**src/rtl/moore_rle_pkg.sv**
```systemverilog
// Shared types for the Moore-code run-length encoder.
// Records are packed {code, run}; REC_W is the width for the default run counter.
package moore_rle_pkg;

    typedef enum logic {
        IDLE = 1'b0,
        RUN  = 1'b1
    } rle_state_t;

    typedef logic [1:0] code_t;

    localparam int RUN_W_DEF = 6;
    localparam int REC_W     = 2 + RUN_W_DEF;

    function automatic int rec_width(input int run_w);
        return 2 + run_w;
    endfunction

endpackage

```
**src/rtl/moore_rle_fifo.sv**
```systemverilog
// Record FIFO with a registered head; a push into a full FIFO is accepted only
// when a pop happens on the same edge. Latency: pushed data visible the next cycle.
module moore_rle_fifo #(
    parameter int W     = 8,
    parameter int DEPTH = 4
) (
    input  logic                     clk,
    input  logic                     reset,
    input  logic                     push,
    input  logic [W-1:0]             push_dat,
    input  logic                     pop,
    output logic                     full,
    output logic                     empty,
    output logic [W-1:0]             head_dat,
    output logic [$clog2(DEPTH):0]   level
);

    localparam int AW = $clog2(DEPTH);

    logic [W-1:0]  mem_q [DEPTH];
    logic [AW-1:0] wr_ptr_q, rd_ptr_q, rd_ptr_nxt;
    logic [AW:0]   level_q, level_d, level_after_pop;
    logic [W-1:0]  head_q, head_d;
    logic          pop_eff, push_eff;

    assign empty    = (level_q == '0);
    assign full     = (level_q == (AW+1)'(DEPTH));
    assign pop_eff  = pop && !empty;
    assign push_eff = push && (!full || pop_eff);

    always_comb begin
        rd_ptr_nxt      = rd_ptr_q + AW'(pop_eff);
        level_after_pop = level_q - (AW+1)'(pop_eff);
        level_d         = level_after_pop + (AW+1)'(push_eff);
        head_d          = '0;
        // Head must reflect the post-edge state: the pushed word if the FIFO drains to it.
        if (level_d != '0) begin
            if (level_after_pop == '0) begin
                head_d = push_dat;
            end else begin
                head_d = mem_q[rd_ptr_nxt];
            end
        end
    end

    always_ff @(posedge clk) begin
        if (push_eff) begin
            mem_q[wr_ptr_q] <= push_dat;
        end
    end

    always_ff @(posedge clk) begin
        if (reset) begin
            wr_ptr_q <= '0;
            rd_ptr_q <= '0;
            level_q  <= '0;
            head_q   <= '0;
        end else begin
            wr_ptr_q <= wr_ptr_q + AW'(push_eff);
            rd_ptr_q <= rd_ptr_nxt;
            level_q  <= level_d;
            head_q   <= head_d;
        end
    end

    assign head_dat = head_q;
    assign level    = level_q;

endmodule

```
**src/rtl/moore_code_rle.sv**
```systemverilog
// Run-length encoder for 2-bit Moore codes; closed runs go into a record FIFO.
// Record visible one cycle after its trigger; full FIFO without a pop drops it (sticky overflow).
module moore_code_rle
    import moore_rle_pkg::*;
#(
    parameter int RUN_W = 6,
    parameter int DEPTH = 4
) (
    input  logic                     clk,
    input  logic                     reset,
    input  logic [1:0]               code_in,
    input  logic                     code_en,
    input  logic                     flush,
    output logic                     out_valid,
    input  logic                     out_ready,
    output logic [1:0]               out_code,
    output logic [RUN_W-1:0]         out_run,
    output logic                     overflow,
    output logic [$clog2(DEPTH):0]   level
);

    localparam int REC_BITS = 2 + RUN_W;
    localparam logic [RUN_W-1:0] RUN_MAX = '1;

    rle_state_t        state_q, state_d;
    code_t             cur_code_q, cur_code_d;
    logic [RUN_W-1:0]  run_cnt_q, run_cnt_d;
    logic              overflow_q, overflow_d;
    logic              emit, pop, fifo_full, fifo_empty;
    logic [REC_BITS-1:0] emit_rec, head_rec;

    // Every emit closes the currently open run, so the record is always the run registers.
    assign emit_rec = {cur_code_q, run_cnt_q};

    always_comb begin
        state_d    = state_q;
        cur_code_d = cur_code_q;
        run_cnt_d  = run_cnt_q;
        emit       = 1'b0;
        unique case (state_q)
            IDLE: begin
                if (code_en) begin
                    state_d    = RUN;
                    cur_code_d = code_in;
                    run_cnt_d  = RUN_W'(1);
                end
            end
            RUN: begin
                if (flush) begin
                    emit = 1'b1;
                    if (code_en) begin
                        cur_code_d = code_in;
                        run_cnt_d  = RUN_W'(1);
                    end else begin
                        state_d   = IDLE;
                        run_cnt_d = '0;
                    end
                end else if (code_en) begin
                    if (code_in == cur_code_q) begin
                        if (run_cnt_q == RUN_MAX) begin
                            emit      = 1'b1;
                            run_cnt_d = RUN_W'(1);
                        end else begin
                            run_cnt_d = run_cnt_q + RUN_W'(1);
                        end
                    end else begin
                        emit       = 1'b1;
                        cur_code_d = code_in;
                        run_cnt_d  = RUN_W'(1);
                    end
                end
            end
            default: state_d = IDLE;
        endcase
    end

    assign pop        = out_valid && out_ready;
    assign overflow_d = overflow_q || (emit && fifo_full && !pop);

    always_ff @(posedge clk) begin
        if (reset) begin
            state_q    <= IDLE;
            cur_code_q <= '0;
            run_cnt_q  <= '0;
            overflow_q <= 1'b0;
        end else begin
            state_q    <= state_d;
            cur_code_q <= cur_code_d;
            run_cnt_q  <= run_cnt_d;
            overflow_q <= overflow_d;
        end
    end

    moore_rle_fifo #(
        .W     (REC_BITS),
        .DEPTH (DEPTH)
    ) u_fifo (
        .clk      (clk),
        .reset    (reset),
        .push     (emit),
        .push_dat (emit_rec),
        .pop      (pop),
        .full     (fifo_full),
        .empty    (fifo_empty),
        .head_dat (head_rec),
        .level    (level)
    );

    assign out_valid = !fifo_empty;
    assign out_code  = head_rec[REC_BITS-1 -: 2];
    assign out_run   = head_rec[RUN_W-1:0];
    assign overflow  = overflow_q;

endmodule

```
**config.mk**
```make
export PLATFORM = sky130hd
export DESIGN_NAME = moore_code_rle
export DESIGN_NICKNAME = d
export VERILOG_FILES = /design/src/rtl/moore_rle_pkg.sv /design/src/rtl/moore_rle_fifo.sv /design/src/rtl/moore_code_rle.sv
export SDC_FILE = /design/constraint.sdc
export NUM_CORES = 1
export LEC_CHECK = 0
export ABC_CLOCK_PERIOD_IN_PS = 3000
export CORE_MARGIN = 2
export CORE_UTILIZATION = 48
export DETAILED_ROUTE_END_ITERATION = 6
export PLACE_DENSITY_LB_ADDON = 0.25
export SYNTH_ARGS = -nofsm -noshare
export SYNTH_HDL_FRONTEND = slang
export SYNTH_SLANG_ARGS = --single-unit
```
**constraint.sdc**
```tcl
create_clock -name clk -period 3 [get_ports clk]
set_input_delay 0.6 -clock clk [delete_from_list [all_inputs] [get_ports clk]]
set_output_delay 0.6 -clock clk [all_outputs]
set_load 0.01 [all_outputs]
```
=== Word level (Yosys, flattened, before mapping) ===
Memory sizes are Yosys's and may differ from the RTL's.
Index checks and enable logic that the tools add are counted.

* Flip-flop bits (word level): 25
* RAM bits: 32
* Input bits: 7
* Output and inout port bits: 13
* Logic and storage cells: 61
* Memories kept: 1

* Add/sub/neg operators: 5
* Equality and inequality tests: 6
* Mux-type cells: 23
* Bitwise operators: 2
* Reduce and logical (&&, ||, !) cells: 16

{| class="wikitable"
|+ Memory list
! name !! depth !! bits a word !! rd ports !! clocked after Yosys merged registers in !! wr ports !! line !! source
|-
| u_fifo.mem_q || 4 || 8 || 1 || 0 || 1 || moore_rle_fifo.sv:20 || <nowiki>logic [W-1:0] mem_q [DEPTH];</nowiki>
|}

{| class="wikitable"
|+ Operators with widths
! operator !! count
|-
| two-way mux 6 bit || 5
|-
| case mux 6 bit (2 select lines) || 1
|-
| two-way mux 1 bit || 10
|-
| two-way mux 2 bit || 4
|-
| two-way mux 8 bit || 1
|-
| adder 6 x 1 -> 6 bit, second input constant || 1
|-
| equality test 6 bit, second input constant || 1
|-
| zero test 3 bit || 2
|-
| inequality test 3 bit, second input constant || 2
|-
| logical AND 1 bit || 5
|-
| adder 2 x 1 -> 2 bit || 2
|-
| case mux 2 bit (2 select lines) || 1
|-
| AND reduction 2 bit || 2
|-
| adder 3 x 1 -> 3 bit || 1
|-
| equality test 3 bit, second input constant || 1
|-
| zero test 1 bit || 3
|-
| nonzero test 3 bit || 1
|-
| subtractor 3 x 1 -> 3 bit || 1
|-
| equality test 2 bit || 1
|-
| logical OR 1 bit || 2
|-
| inequality test 2 bit, second input constant || 1
|-
| inverter 1 bit || 2
|-
| case mux 1 bit (2 select lines) || 1
|-
| OR reduction 2 bit || 1
|}

=== Longest topological paths before layout ===
* Depth in word-level cells: 11
* Gate-level depth with buffers: 10
* Mapped depth without buffers: 10

=== By module ===
Synthesis repeated with hierarchy kept, for this count alone.

* Cells, all modules: 175
* Area total of the unflattened synthesis: 2,408.6 µm²

{| class="wikitable"
|+ Modules (own cells, without submodules)
! module !! times used !! cells each !! area each (µm²) !! seq. area each (µm²)
|-
| moore_rle_fifo || 1 || 107 || 1,839.3 || 1,261.2
|-
| moore_code_rle || 1 || 68 || 569.3 || 200.2
|}

=== Worst setup path after synthesis ===
OpenSTA, ideal clock, no wires.

* Path kind: input to register
* Start point: input code_en
* End point: memory u_fifo.mem_q[1][0], enable pin
* Setup time: 0.385 ns
* Arrival: 1.957 ns
* Data required time: 2.615 ns
* Slack: 0.657 ns
* Cell stages on the path: 5
* Path buffers: 1
* Path through: buf_2 -> nand2_1 -> o31ai_1 -> o21ai_1 -> nor3b_1

* Longest elaborated chain between the ends: 6

{| class="wikitable"
|+ Ends and longest elaborated chain
! element !! line !! source
|-
| start: declaration || moore_code_rle.sv:12 || <nowiki>input logic code_en,</nowiki>
|-
| two-way mux 1 bit || moore_code_rle.sv:58 || <nowiki>end else if (code_en) begin</nowiki>
|-
| two-way mux 1 bit || moore_code_rle.sv:49 || <nowiki>if (flush) begin</nowiki>
|-
| two-way mux 1 bit || moore_code_rle.sv:40 || <nowiki>unique case (state_q)</nowiki>
|-
| logical AND 1 bit || moore_rle_fifo.sv:29 || <nowiki>assign push_eff = push && (!full || pop_eff);</nowiki>
|-
| two-way mux 1 bit || moore_rle_fifo.sv:47 || <nowiki>if (push_eff) begin</nowiki>
|-
| two-way mux 1 bit (implied by the code) || moore_rle_fifo.sv:48 || <nowiki>mem_q[wr_ptr_q] <= push_dat;</nowiki>
|-
| end: declaration || moore_rle_fifo.sv:20 ||
|}

No other way between the ends.

=== Final worst setup path ===
* Start point: input code_in[0]
* End point: register u_fifo.head_q[5] (netlist: u_fifo.head_dat[5])

* Longest elaborated chain between the ends: 10

{| class="wikitable"
|+ Ends and longest elaborated chain
! element !! line !! source
|-
| start: declaration || moore_code_rle.sv:11 || <nowiki>input logic [1:0] code_in,</nowiki>
|-
| equality test 2 bit || moore_code_rle.sv:59 || <nowiki>if (code_in == cur_code_q) begin</nowiki>
|-
| two-way mux 1 bit || moore_code_rle.sv:59 ||
|-
| two-way mux 1 bit || moore_code_rle.sv:58 ||
|-
| two-way mux 1 bit || moore_code_rle.sv:49 ||
|-
| two-way mux 1 bit || moore_code_rle.sv:40 ||
|-
| logical AND 1 bit || moore_rle_fifo.sv:29 ||
|-
| adder 3 x 1 -> 3 bit || moore_rle_fifo.sv:34 || <nowiki>level_d = level_after_pop + (AW+1)'(push_eff);</nowiki>
|-
| nonzero test 3 bit || moore_rle_fifo.sv:37 || <nowiki>if (level_d != '0) begin</nowiki>
|-
| inverter 1 bit (no source line) || - ||
|-
| OR reduction 2 bit (no source line) || - ||
|-
| end signal: assignment || moore_rle_fifo.sv:57 || <nowiki>head_q <= '0;</nowiki>
|-
| end signal: assignment || moore_rle_fifo.sv:62 || <nowiki>head_q <= head_d;</nowiki>
|-
| end: declaration || moore_rle_fifo.sv:23 || <nowiki>logic [W-1:0] head_q, head_d;</nowiki>
|}

No other way between the ends.
A chain may end at the register's enable or synchronous reset.

==> flow_summary.json <==
{
  "ff2ff_setup_slack_ns": 0.55,
  "seq_area_frac_synth": 0.6213,
  "rows": 25,
  "layout_commonest_cell": "edfxtp_1",
  "grt_pass1_wl_um": 7100,
  "via_per_inst": 5.241,
  "final_nets": 224,
  "fp.dieH_um": 74.01,
  "start_kind": "input port",
  "crit_type": "input port to flop",
  "drive_gt1_frac": 0.1256,
  "drt_pass1_iterations": 4,
  "grt_max_degree": 11,
  "drcViolationCount": 0,
  "yosysWarningCount": 0,
  "final_antenna_net_count": 0,
  "ys_ff_latch": 57,
  "min_path_type": "flop to flop",
  "dieArea_um2": 5477,
  "wire_per_inst_um": 15.50,
  "netlist_area_um2": 2352,
  "vias": 1478,
  "coreArea_um2": 4723,
  "p_comb_frac": 0.316,
  "start_util": 0.4980,
  "worst_slack_ns": 0.4430,
  "power_frac_seq": 0.362,
  "io_pins": 20,
  "finalHoldViolations": 0,
  "cts_resized": 0,
  "setup_tns_ns": 0,
  "cts-root-buf": "clkbuf_8",
  "ir_drop_mv": 0.4620,
  "worst-path-max-fanout": 8,
  "syn_nets": 191,
  "synth.avg_cell_area_um2": 13.29,
  "reg2regPathDepth": 10,
  "wl_um": 4372,
  "port_buffers": 19,
  "dp_hpwl_um": 3109,
  "powerDensity_nw_per_um2": 905.2,
  "clk_latency_ns": 0.34,
  "worstPathRequired_ns": 3.26,
  "syn_inst": 177,
  "hold_start": "overflow",
  "finClkSkew_ns": 0.01005,
  "cts_setup_buffers": 0,
  "rsz0062_at_grt": "false",
  "die_w_um": 74.01,
  "r2r_start": "run_cnt_q[0]",
  "finalSetupViolCount": 0,
  "num_antenna_cells": 0,
  "clock_sinks": 57,
  "clkPwrFrac": 0.322,
  "antenna_found_initial": 0,
  "regToRegEndpoint": "u_fifo.head_dat[5]",
  "overflow": 0,
  "fmax_mhz": 391.1,
  "max_cap_violations": 0,
  "leakagePower_nw": 1.096,
  "cts_tree": "done",
  "hold_buffers": 0,
  "final_cell_mix": "edfxtp_1, nor2_1, dfxtp_1",
  "swShare": 0.2900,
  "slew_headroom": 0.7073,
  "grtUsageTotal": 0.1840,
  "finalMaxSlewViolations": 0,
  "worst_pin_slew_ns": 0.4387,
  "dpl_worst_slack_ns": 0.09433,
  "fin_crit_ns": 2.557,
  "path_clk_slew_ns": 0.07,
  "intPower_mw": 1.849,
  "p_sw_mw": 0.7552,
  "finalWeightedCongestion": 0.8238,
  "clock_path_buffers": 2,
  "worstHoldEndpoint": "overflow",
  "worstPathArrival_ns": 2.82,
  "min_period_over_period": 0.8523,
  "netlist-cell-type-count": 38,
  "drt_iter0_markers": 63,
  "grt_pass1_vias": 1495,
  "area_delta_synth_final_pct": 22.29,
  "min_path_cells": 2,
  "outcome": "finished clean",
  "cts-htree-levels": 3,
  "cts_made_buffers": 9,
  "crit_path_end_kind": "flop"
}
-- how the worst max path moves through the flow --
| stage | from | end | slack [ns] | cells past startpoint |
|---|---|---|---|---|
| floorplan | code_en | u_fifo.mem_q[1][0] | 0.66 | 5 |
| global placement | code_in[0] | u_fifo.head_dat[4] | 0.21 | 10 |
| detailed placement | code_in[0] | u_fifo.head_dat[5] | 0.09 | 10 |
| CTS | code_in[0] | u_fifo.head_dat[5] | 0.46 | 10 |
| global route | code_in[0] | u_fifo.head_dat[4] | 0.19 | 10 |
| finish | code_in[0] | u_fifo.head_dat[5] | 0.44 | 10 |
-- registers in the layout, summed over array words and instances (netlist names) --
name             cells
cur_code_q           2
overflow             1
run_cnt_q            6
state_q              1
u_fifo.head_dat      8
u_fifo.level         3
u_fifo.mem_q        32
u_fifo.rd_ptr_q      2
u_fifo.wr_ptr_q      2
-- critical path, stage by stage --
cell and delay, ns:
clkdlybuf4s50_1 0.44, xnor2_1 0.27, a21oi_1 0.14, o21ai_1 0.20
inv_1 0.10, ha_1 0.21, ha_1 0.20, xor2_1 0.17
a21o_2 0.27, nor3_1 0.21
-- layout make-up --
cell class,instances,area (um^2)
Multi-Input combinational cell,108,820.8
Timing Repair Buffer,26,242.7
Clock buffer,12,166.4
Tap cell,67,83.83
Fill cell,362,1847
Clock inverter,4,71.32
Sequential cell,57,1461
Inverter,8,30.03
-- kinds of logic (layout without fill, tap and decap cells) --
kind of cell             Yosys count  count (layout)  synth area share
AO/OA/AOI/OAI                     13              13           0.03617
XOR/XNOR                           9               9           0.03671
multiplexers                      10              10           0.09787
AND/OR/NAND/NOR                   69              69            0.1410
flip-flops                        57              57            0.6213
buffers and inverters             12              50           0.02978
adder cells (fa/ha/maj)            7               7           0.03723
-- cells in the mapped netlist --
master | instances | area share
a21o_1 | 1 | 0.0032
a21o_2 | 1 | 0.0037
a21oi_1 | 5 | 0.011
a31oi_1 | 1 | 0.0027
a32oi_1 | 1 | 0.0037
a41oi_1 | 1 | 0.0037
and2_1 | 1 | 0.0027
and2_2 | 1 | 0.0032
and3_1 | 1 | 0.0027
and3_2 | 1 | 0.0032
buf_12 | 1 | 0.0085
buf_2 | 1 | 0.0021
buf_6 | 1 | 0.0048
clkbuf_1 | 1 | 0.0016
dfxtp_1 | 25 | 0.21
edfxtp_1 | 32 | 0.41
ha_1 | 7 | 0.037
inv_1 | 8 | 0.013
mux2i_1 | 2 | 0.0085
mux4_1 | 8 | 0.089
nand2_1 | 7 | 0.011
nand2b_1 | 1 | 0.0027
nand3_1 | 3 | 0.0064
nand4_1 | 1 | 0.0027
nand4b_1 | 1 | 0.0037
nor2_1 | 30 | 0.048
nor2b_1 | 5 | 0.013
nor3_1 | 12 | 0.026
nor3b_1 | 2 | 0.0064
nor4bb_1 | 1 | 0.0043
o21ai_1 | 1 | 0.0021
o21bai_1 | 1 | 0.0032
o31ai_1 | 1 | 0.0032
or2_2 | 1 | 0.0027
or3_1 | 1 | 0.0027
xnor2_1 | 6 | 0.022
xor2_1 | 2 | 0.0074
xor2_2 | 1 | 0.0069
-- power groups by stage --
stage	Sequential, mW	Combinational (mW)	Clock (mW)
2_1_floorplan	0.973	0.651	0
5_1_grt	0.951	0.921	0.886
3_3_place_gp	0.954	0.796	0
3_5_place_dp	0.960	0.810	0
6_report	0.942	0.823	0.838
4_1_cts	0.944	0.824	0.851
-- per-layer routing --
layer / vias to the layer above / global-route usage / routed length (um)
li1: 714 / - / -
met1: 721 / 0.2223 / 1948
met2: 32 / 0.2946 / 2153
met3: 11 / 0.05691 / 170
met4: 0 / 0.1030 / 99
met5: - / 0 / 0
-- metrics by stage --
stage	area, um^2	hold slack (ns)	power (mW)	std cells	util
2_1_floorplan	2352	0.4696	1.624	177	-
3_3_place_gp	2639	0.4359	1.750	266	0.5587
3_5_place_dp	2639	0.4477	1.770	266	0.5587
4_1_cts	2877	0.4607	2.618	282	0.6090
5_1_grt	2877	0.4949	2.758	282	0.6090
6_report	2877	0.4558	2.604	282	0.6090
No activity file was read; power rests on OpenSTA's default activity.
